--- config.mk ---
export PLATFORM = sky130hd
export DESIGN_NAME = bhg_psg_mixer_flat
export DESIGN_NICKNAME = d
export VERILOG_FILES = /design/src/rtl/bhg_psg_pkg.sv /design/src/rtl/bhg_psg_mixer_if.sv /design/src/rtl/bhg_psg_log2lin.sv /design/src/rtl/bhg_psg_mixer.sv /design/src/flat_wrapper.sv
export SDC_FILE = /design/constraint.sdc
export NUM_CORES = 1
export LEC_CHECK = 0
export CORE_UTILIZATION = 50
export CTS_BUF_LIST = sky130_fd_sc_hd__clkbuf_4 sky130_fd_sc_hd__clkbuf_8 sky130_fd_sc_hd__clkbuf_16
export CTS_CLUSTER_DIAMETER = 150
export DETAILED_ROUTE_END_ITERATION = 10
export DONT_BUFFER_PORTS = 1
export PLACE_DENSITY = 0.7
export SYNTH_ARGS = -nofsm -noshare
export SYNTH_HDL_FRONTEND = slang
export SYNTH_SLANG_ARGS = --single-unit
--- constraint.sdc ---
create_clock -name clk -period 6.97 [get_ports clk]
set_input_delay 1.0455 -clock clk [delete_from_list [all_inputs] [get_ports clk]]
set_output_delay 1.0455 -clock clk [all_outputs]
set_load 0.01 [all_outputs]
--- src/rtl/bhg_psg_pkg.sv ---
// rtl/bhg_psg_pkg.sv - shared constants, slot sizing and log-to-linear table generator for the PSG mixer
package bhg_psg_pkg;
  localparam int LOG_BITS  = 5;
  localparam int LOG_CODES = 1 << LOG_BITS;

  // Width of the slot index for a given channel count (slots run 0..channels)
  function automatic int slot_bits(input int channels);
    return (channels < 1) ? 1 : $clog2(channels + 1);
  endfunction

  // Each code below full scale is 1.5 dB quieter; code 0 is hard silence
  function automatic int lin_level(input int dac_bits, input int code);
    real full;
    real r;
    full = (2.0 ** dac_bits) - 1.0;
    if (code <= 0) return 0;
    if (code >= LOG_CODES - 1) return (1 << dac_bits) - 1;
    r = full * (10.0 ** (-(real'(LOG_CODES - 1 - code)) * 1.5 / 20.0));
    return $rtoi(r + 0.5);
  endfunction
endpackage

--- src/rtl/bhg_psg_mixer_if.sv ---
// rtl/bhg_psg_mixer_if.sv - channel inputs and mixed outputs of the PSG mixer
interface bhg_psg_mixer_if
  import bhg_psg_pkg::*;
#(
  parameter int CHANNELS = 3,
  parameter int DAC_BITS = 10
);
  localparam int SUM_BITS = DAC_BITS + $clog2(CHANNELS + 1);

  logic                         clk_en;
  logic [LOG_BITS*CHANNELS-1:0] log_in;
  logic [CHANNELS-1:0]          pan_l;
  logic [CHANNELS-1:0]          pan_r;
  logic [3:0]                   master_att;
  logic [DAC_BITS*CHANNELS-1:0] chan_lin;
  logic [SUM_BITS-1:0]          left;
  logic [SUM_BITS-1:0]          right;
  logic                         sample_stb;

  modport master (
    output clk_en, log_in, pan_l, pan_r, master_att,
    input  chan_lin, left, right, sample_stb
  );

  modport slave (
    input  clk_en, log_in, pan_l, pan_r, master_att,
    output chan_lin, left, right, sample_stb
  );
endinterface

--- src/rtl/bhg_psg_log2lin.sv ---
// rtl/bhg_psg_log2lin.sv - registered 32-entry log-to-linear ROM, one-enable latency
module bhg_psg_log2lin
  import bhg_psg_pkg::*;
#(
  parameter int DAC_BITS = 10
) (
  input  logic                clk,
  input  logic                rst_n,
  input  logic                clk_en,
  input  logic [LOG_BITS-1:0] addr,
  output logic [DAC_BITS-1:0] data
);
  logic [DAC_BITS-1:0] rom [LOG_CODES];

  for (genvar i = 0; i < LOG_CODES; i++) begin : g_rom
    assign rom[i] = DAC_BITS'(lin_level(DAC_BITS, i));
  end

  always_ff @(posedge clk or negedge rst_n) begin
    if (!rst_n) begin
      data <= '0;
    end else if (clk_en) begin
      data <= rom[addr];
    end
  end
endmodule

--- src/rtl/bhg_psg_mixer.sv ---
// rtl/bhg_psg_mixer.sv - N-channel time-multiplexed log-volume mixer with stereo pan sums
// Define BHG_PSG_MASTER_ATT_EN to apply master_att before the table lookup.
module bhg_psg_mixer
  import bhg_psg_pkg::*;
#(
  parameter int CHANNELS = 3,
  parameter int DAC_BITS = 10
) (
  input logic           clk,
  input logic           rst_n,
  bhg_psg_mixer_if.slave bus
);
  localparam int SUM_BITS = DAC_BITS + $clog2(CHANNELS + 1);
  localparam int SB       = slot_bits(CHANNELS);
  typedef logic [SB-1:0] slot_t;
  localparam slot_t LAST  = slot_t'(CHANNELS);

  slot_t                        slot;
  logic                         primed;
  logic [LOG_BITS-1:0]          code;
  logic [LOG_BITS-1:0]          eff;
  logic                         rom_en;
  logic [DAC_BITS-1:0]          lin_q;
  logic [SUM_BITS-1:0]          acc_l, acc_r, left_q, right_q;
  logic [DAC_BITS*CHANNELS-1:0] chan_q;
  logic                         stb_q;

  always_comb begin
    code = '0;
    for (int k = 0; k < CHANNELS; k++) begin
      if (slot == slot_t'(k)) code = bus.log_in[LOG_BITS*k +: LOG_BITS];
    end
  end

`ifdef BHG_PSG_MASTER_ATT_EN
  logic [LOG_BITS-1:0] att2;
  assign att2 = {bus.master_att, 1'b0};
  assign eff  = (code > att2) ? code - att2 : '0;
`else
  logic unused_att;
  assign unused_att = ^bus.master_att;
  assign eff        = code;
`endif

  assign rom_en = bus.clk_en && (slot != LAST);

  bhg_psg_log2lin #(.DAC_BITS(DAC_BITS)) u_log2lin (
    .clk    (clk),
    .rst_n  (rst_n),
    .clk_en (rom_en),
    .addr   (eff),
    .data   (lin_q)
  );

  // Slot 0 publishes the previous frame; slots 1..CHANNELS retire one channel each
  always_ff @(posedge clk or negedge rst_n) begin
    if (!rst_n) begin
      slot    <= '0;
      primed  <= 1'b0;
      acc_l   <= '0;
      acc_r   <= '0;
      left_q  <= '0;
      right_q <= '0;
      chan_q  <= '0;
      stb_q   <= 1'b0;
    end else begin
      stb_q <= 1'b0;
      if (bus.clk_en) begin
        slot <= (slot == LAST) ? '0 : slot + slot_t'(1);
        if (slot == '0) begin
          acc_l  <= '0;
          acc_r  <= '0;
          primed <= 1'b1;
          if (primed) begin
            left_q  <= acc_l;
            right_q <= acc_r;
            stb_q   <= 1'b1;
          end
        end else begin
          for (int k = 0; k < CHANNELS; k++) begin
            if (slot == slot_t'(k + 1)) begin
              chan_q[DAC_BITS*k +: DAC_BITS] <= lin_q;
              if (bus.pan_l[k]) acc_l <= acc_l + SUM_BITS'(lin_q);
              if (bus.pan_r[k]) acc_r <= acc_r + SUM_BITS'(lin_q);
            end
          end
        end
      end
    end
  end

  assign bus.chan_lin   = chan_q;
  assign bus.left       = left_q;
  assign bus.right      = right_q;
  assign bus.sample_stb = stb_q;
endmodule

--- src/flat_wrapper.sv ---
// flat-port wrapper written by rule: the top's interface ports become plain ports
module bhg_psg_mixer_flat import bhg_psg_pkg::*;
#(
  parameter int CHANNELS = 3,
  parameter int DAC_BITS = 10
)
  (clk, rst_n, bus_clk_en, bus_log_in, bus_pan_l, bus_pan_r, bus_master_att, bus_chan_lin, bus_left, bus_right, bus_sample_stb);
  bhg_psg_mixer_if #(.CHANNELS(CHANNELS), .DAC_BITS(DAC_BITS)) bus_i ();
  input logic clk;
  input logic rst_n;
  input wire logic [$bits(bus_i.clk_en)-1:0] bus_clk_en;
  input wire logic [$bits(bus_i.log_in)-1:0] bus_log_in;
  input wire logic [$bits(bus_i.pan_l)-1:0] bus_pan_l;
  input wire logic [$bits(bus_i.pan_r)-1:0] bus_pan_r;
  input wire logic [$bits(bus_i.master_att)-1:0] bus_master_att;
  output wire logic [$bits(bus_i.chan_lin)-1:0] bus_chan_lin;
  output wire logic [$bits(bus_i.left)-1:0] bus_left;
  output wire logic [$bits(bus_i.right)-1:0] bus_right;
  output wire logic [$bits(bus_i.sample_stb)-1:0] bus_sample_stb;
  assign bus_i.clk_en = bus_clk_en;
  assign bus_i.log_in = bus_log_in;
  assign bus_i.pan_l = bus_pan_l;
  assign bus_i.pan_r = bus_pan_r;
  assign bus_i.master_att = bus_master_att;
  assign bus_chan_lin = bus_i.chan_lin;
  assign bus_left = bus_i.left;
  assign bus_right = bus_i.right;
  assign bus_sample_stb = bus_i.sample_stb;
  bhg_psg_mixer #(.CHANNELS(CHANNELS), .DAC_BITS(DAC_BITS)) u_core (.clk(clk), .rst_n(rst_n), .bus(bus_i));
endmodule
* After elaboration in Yosys (flattened, before gate mapping)
Memory sizes are Yosys's and may differ from the RTL's. A register that Yosys moved wholly into a read port is not among the register bits.
Cells that the tools add are included.
** Cells by class
- $add $sub $neg :: 3
- Eq/ne operators :: 4
- Multiplexer cells :: 21
- Bitwise gates (word level) :: 2
- Reduce and logical (&&, ||, !) cells :: 8
** Operators with widths (number)
- two-way mux 12 bit :: 14
- adder 12 x 10 -> 12 bit :: 2
- two-way mux 5 bit :: 3
- AND reduction 3 bit :: 4
- inverter 5 -> 6 bit :: 1
- == test 2 bit, second input constant :: 2
- two-way mux 1 bit :: 3
- adder 2 x 1 -> 2 bit, second input constant :: 1
- == test 2 x 1 -> 1 bit, second input constant :: 1
- logical NOT 2 bit :: 1
- two-way mux 2 bit :: 1
- inequality test 2 bit, second input constant :: 1
- AND reduction 2 bit :: 1
- logical AND 1 bit :: 1
- logical NOT 1 bit :: 1
- inverter 1 bit :: 1
** Storage, ports and cells
- Flip-flop bits (word level) :: 82
- ROM bits :: 320
- Input bits :: 28
- Word-level logic and storage cells :: 49
- Memories kept :: 1
** Memories
- (name not given) :: words 32, width 10, rd ports 1, clocked after memory_dff 1, write ports 0, line bhg_psg_log2lin.sv:23 : data <= rom[addr];

* Longest topological paths before layout
- Depth in word-level cells :: 8
- Depth in mapped cells :: 12
- Depth with buffers taken out :: 10

* Cells and area by module
From an unflattened synthesis, not the netlist that was laid out.
** Second synthesis, totals
- Cells, all modules :: 459
- Area total of the unflattened synthesis :: 5028.6 um2
** By module, submodules not included
- bhg_psg_mixer :: times used 1, cells an instance 348, area each 4131.5 um2, sequential area each 2052.0 um2
- bhg_psg_log2lin :: times used 1, cells an instance 111, area each 897.1 um2, sequential area each 250.2 um2

* Least setup slack after synthesis
Ideal clock, no wire load.
- Path type :: input -> register
- Start point :: in bus_log_in[1]
- End point :: reg u_core.u_log2lin.data[3]
- Setup time :: 0.126 ns
- Data arrival time :: 2.705 ns
- Setup slack :: 4.139 ns
- Cell stages on the path :: 9
- Cell sequence :: and3b_1 o21ai_2 inv_1 ha_1 clkbuf_1 and2_1 a211oi_1 nor3_1 a221o_1
** Between the ends
- Longest elaborated chain between the ends :: 4
** RTL lines
- start: declaration :: line flat_wrapper.sv:12 : input wire logic [$bits(bus_i.log_in)-1:0] bus_log_in;
- two-way mux 5 bit (3 in series) :: line bhg_psg_mixer.sv:31 : if (slot == slot_t'(k)) code = bus.log_in[LOG_BITS*k +: LOG_BITS];
- inverter 5 -> 6 bit (not written as such) :: line bhg_psg_log2lin.sv:23
- end: declaration :: line bhg_psg_log2lin.sv:11 : output logic [DAC_BITS-1:0] data
No other way between the ends.
A chain may end at the register's enable or synchronous reset.

* Worst setup path in the final report
- Start point :: reg u_core.slot[0]
- End point :: reg u_core.u_log2lin.data[3]
** Between the ends
- Longest elaborated chain between the ends :: 5
- Elaborated cells on any way between the ends :: 9
** RTL lines
- start: declaration :: line bhg_psg_mixer.sv:18 : slot_t slot;
- start signal: assignment :: line bhg_psg_mixer.sv:69 : slot <= (slot == LAST) ? '0 : slot + slot_t'(1);
- logical NOT 2 bit :: line bhg_psg_mixer.sv:31
- two-way mux 5 bit (3 in series) :: line bhg_psg_mixer.sv:31
- inverter 5 -> 6 bit (not written as such) :: line bhg_psg_log2lin.sv:23
Parallel ways exist; a longest one is shown, timed or not.

==> impl_metrics.env <==
export IMPL_outcome="finished clean"
export IMPL_final_cell_mix="92 x dfrtp_1, 55 x mux2_2, 35 x nand2_1, 32 x ha_1, 24 x nor2_1"
export IMPL_synth_edf_count=0
export IMPL_clockBufferDepth=2
export IMPL_power_switching_mw=1.20
export IMPL_combPwrFrac_pct=47.3
export IMPL_die_x_um=103
export IMPL_fin_util_pct=54.9
export IMPL_grt_pass1_vias=3561
export IMPL_first_pass_iters=6
export IMPL_ant_nets=0
export IMPL_hold_viol_final=0
export IMPL_cts_sink_count=92
export IMPL_period_share_pct=46.9
export IMPL_post_drt_wl_per_cell_um=19.5
export IMPL_cts_resized=0
export IMPL_rsz0062_at_grt="no"
export IMPL_fin_ws_ns=3.70
export IMPL_multi_input_area_um2=2710
export IMPL_sequentialPowerShare_pct=39.4
export IMPL_clock_skew_ns=0.0122
export IMPL_drv_slew=0
export IMPL_cts_tree="yes"
export IMPL_crit_chain="inv_1 > ha_1 > nand3b_1 > a2bb2oi_2 > ha_1 > and2_1 > a211oi_1 > a31o_1 > a221o_1"
export IMPL_setup_viol=0
export IMPL_critical_path_top_delay_family="adder cells"
export IMPL_grt_usage_pct=23.6
export IMPL_yosys_warnings=0
export IMPL_area_growth_pct=5.69
export IMPL_tns_ns=0
export IMPL_io_pin_count=83
export IMPL_viasPerCell=6.11
export IMPL_drtIter0Drc=167
export IMPL_arrival_ns=3.52
export IMPL_internal_power_mw=1.44
export IMPL_slowest_delay_ns=0.73
export IMPL_port_buffers=0
export IMPL_antenna_found_initial=0
export IMPL_n_fill_cell=879
export IMPL_p_leak_nw=2.54
export IMPL_gp_congestion=0.857
export IMPL_clk_latency_ns=0.37
export IMPL_ir_worst_vdd_uv=253
export IMPL_slowest_stage="ha_1"
export IMPL_cts_buffers=9
export IMPL_overflow=0
export IMPL_tightest_slew_ns=0.844
export IMPL_start_util_pct=52.0
export IMPL_h_tree_depth=3
export IMPL_ys_flop_type="dfrtp_1"
export IMPL_dr_total_vias=3676
export IMPL_crit_path_frequent_cell="ha_1"
export IMPL_synth_seq_cells=92
export IMPL_num_rows=36
export IMPL_powerDensity_nw_per_um2=486
export IMPL_crit_type="reg -> reg"
export IMPL_nets=526
export IMPL_max_freq_ghz=0.306
export IMPL_hold_buffers=0
export IMPL_drive_above_1_share_pct=17.3
export IMPL_endpoint_kind="flip-flop"
export IMPL_p_total_mw=2.64
export IMPL_yosysUniqueCellTypes=63
export IMPL_final_common_cell="dfrtp_1"
export IMPL_root_buffer="clkbuf_8"
export IMPL_grt_pass1_wl_mm=18.6
export IMPL_cts_setup_buffers=0
export IMPL_clockPowerShare_pct=13.3
export IMPL_crit_path_start_kind="flip-flop"
export IMPL_critPathMaxFanout=22
export IMPL_dp_final_hpwl_mm=8.23
export IMPL_cp_required_ns=7.22
export IMPL_hp_class="in -> async"
export IMPL_avgSynthCellArea_um2=11.0
export IMPL_seq_area_frac_synth_pct=44.9
export IMPL_die_h_um=103
export IMPL_clk_pin_slew_ns=0.10
export IMPL_core_um2=9860
export IMPL_dp_slack_ns=3.71
export IMPL_synth_cells=466
export IMPL_seq_area_um2=2300
export IMPL_crit_buf_inv=1
export IMPL_synth_fp_nets=528
export IMPL_finalWirelength_mm=11.7
export IMPL_diodes=0
export IMPL_dieArea_um2=10700
export IMPL_drc=0
export IMPL_async_reset_ff_share_pct=100
export IMPL_swShare_pct=45.4
export IMPL_fin_crit_ns=3.27
export IMPL_grt_max_degree=93
export IMPL_syn_area_um2=5130
export IMPL_slew_headroom_pct=43.7
export IMPL_cap_violations=0
[area by class of cell]
| type | count | area share [%] |
|---|---|---|
| multi-input cells | 348 | 50.0 |
| flip-flops and latches | 92 | 42.5 |
| well taps | 133 | 3.07 |
| clock buffers | 9 | 2.29 |
| clock inverters | 7 | 1.20 |
| inverters | 12 | 0.831 |
| repair buffers | 1 | 0.139 |
[sequential cells by signal, summed over array words and instances, names as in the netlist]
signal,flops
u_core.primed,1
u_core.u_log2lin.data,10
u_core.bus.left,12
u_core.acc_l,12
u_core.bus.right,12
u_core.slot,2
u_core.bus.chan_lin,30
u_core.bus.sample_stb,1
u_core.acc_r,12
[cell usage after synthesis (all sizes together) (2+ instances only)]
master   number  area (um^2)
a21oi        24          139
nor4b         3         26.3
nor2         24         90.1
nand3b        5         37.5
a22o         10         87.6
dfrtp        92         2300
xor2          8         70.1
a222oi        2         20.0
o21ai        25          129
nand3         7         35.0
fa            2         40.0
nand2        36          138
xnor2         6         52.6
nor2b         6         37.5
mux2i         5         50.1
o2bb2ai       7         61.3
nand2b        6         37.5
nor3          9         50.1
o31ai         3         22.5
clkbuf        5         18.8
o211ai        3         22.5
ha           32          400
a22oi         7         52.6
mux2         56          631
a31oi         9         62.6
buf           9         52.6
or3           2         12.5
o21bai        2         15.0
nand4         2         12.5
a221o         2         20.0
o21a          3         22.5
a21o         14          105
and2          3         18.8
a211oi        7         52.6
inv          11         41.3
[logic make-up after synthesis]
| logic type | count (synthesis) | share of synthesized area, % |
|---|---|---|
| xor+xnor | 14 | 2.39 |
| simple gates | 108 | 10.4 |
| fa+ha+maj | 34 | 8.59 |
| flops | 92 | 44.9 |
| compound gates | 131 | 18.2 |
| mux | 61 | 13.3 |
| buf+inv | 26 | 2.27 |
[stage by stage]
step	cell area [um^2]	cells	hold WS, ns
after floorplan	5130	466	0.455
after global placement	5230	586	0.472
after detailed placement	5230	586	0.494
after CTS	5420	602	0.337
after global routing	5420	602	0.332
final	5420	602	0.358
[routing by layer]
| metal | share of wire, % | track usage [%] |
|---|---|---|
| met5 | 0 | 0 |
| met4 | 2.3 | 11.8 |
| met3 | 6.3 | 6.25 |
| met2 | 47 | 37.2 |
| met1 | 44 | 30.1 |
[power groups by stage]
| stage | clock network, mW | logic (mW) | registers, mW |
|---|---|---|---|
| 2_1_floorplan | 0 | 1.05 | 0.948 |
| 3_3_place_gp | 0 | 1.19 | 1.04 |
| 3_5_place_dp | 0 | 1.24 | 1.05 |
| 4_1_cts | 0.363 | 1.25 | 1.04 |
| 5_1_grt | 0.384 | 1.40 | 1.07 |
| 6_report | 0.351 | 1.25 | 1.04 |
[final timing paths]
path / from / end / slack [ns] / cells after the start
setup / recovery: u_core.slot[0] / u_core.u_log2lin.data[3] / 3.70 / 9
hold / removal: rst_n / u_core.bus.left[3] / 0.36 / 0
setup reg to reg: u_core.slot[0] / u_core.u_log2lin.data[3] / 3.70 / 9
hold reg to reg: u_core.primed / u_core.primed / 0.52 / 1
max in group asynchronous: rst_n / u_core.u_log2lin.data[6] / 6.46 / 0
min in group clk: u_core.primed / u_core.primed / 0.52 / 1
(Power assumes the default switching activity.)
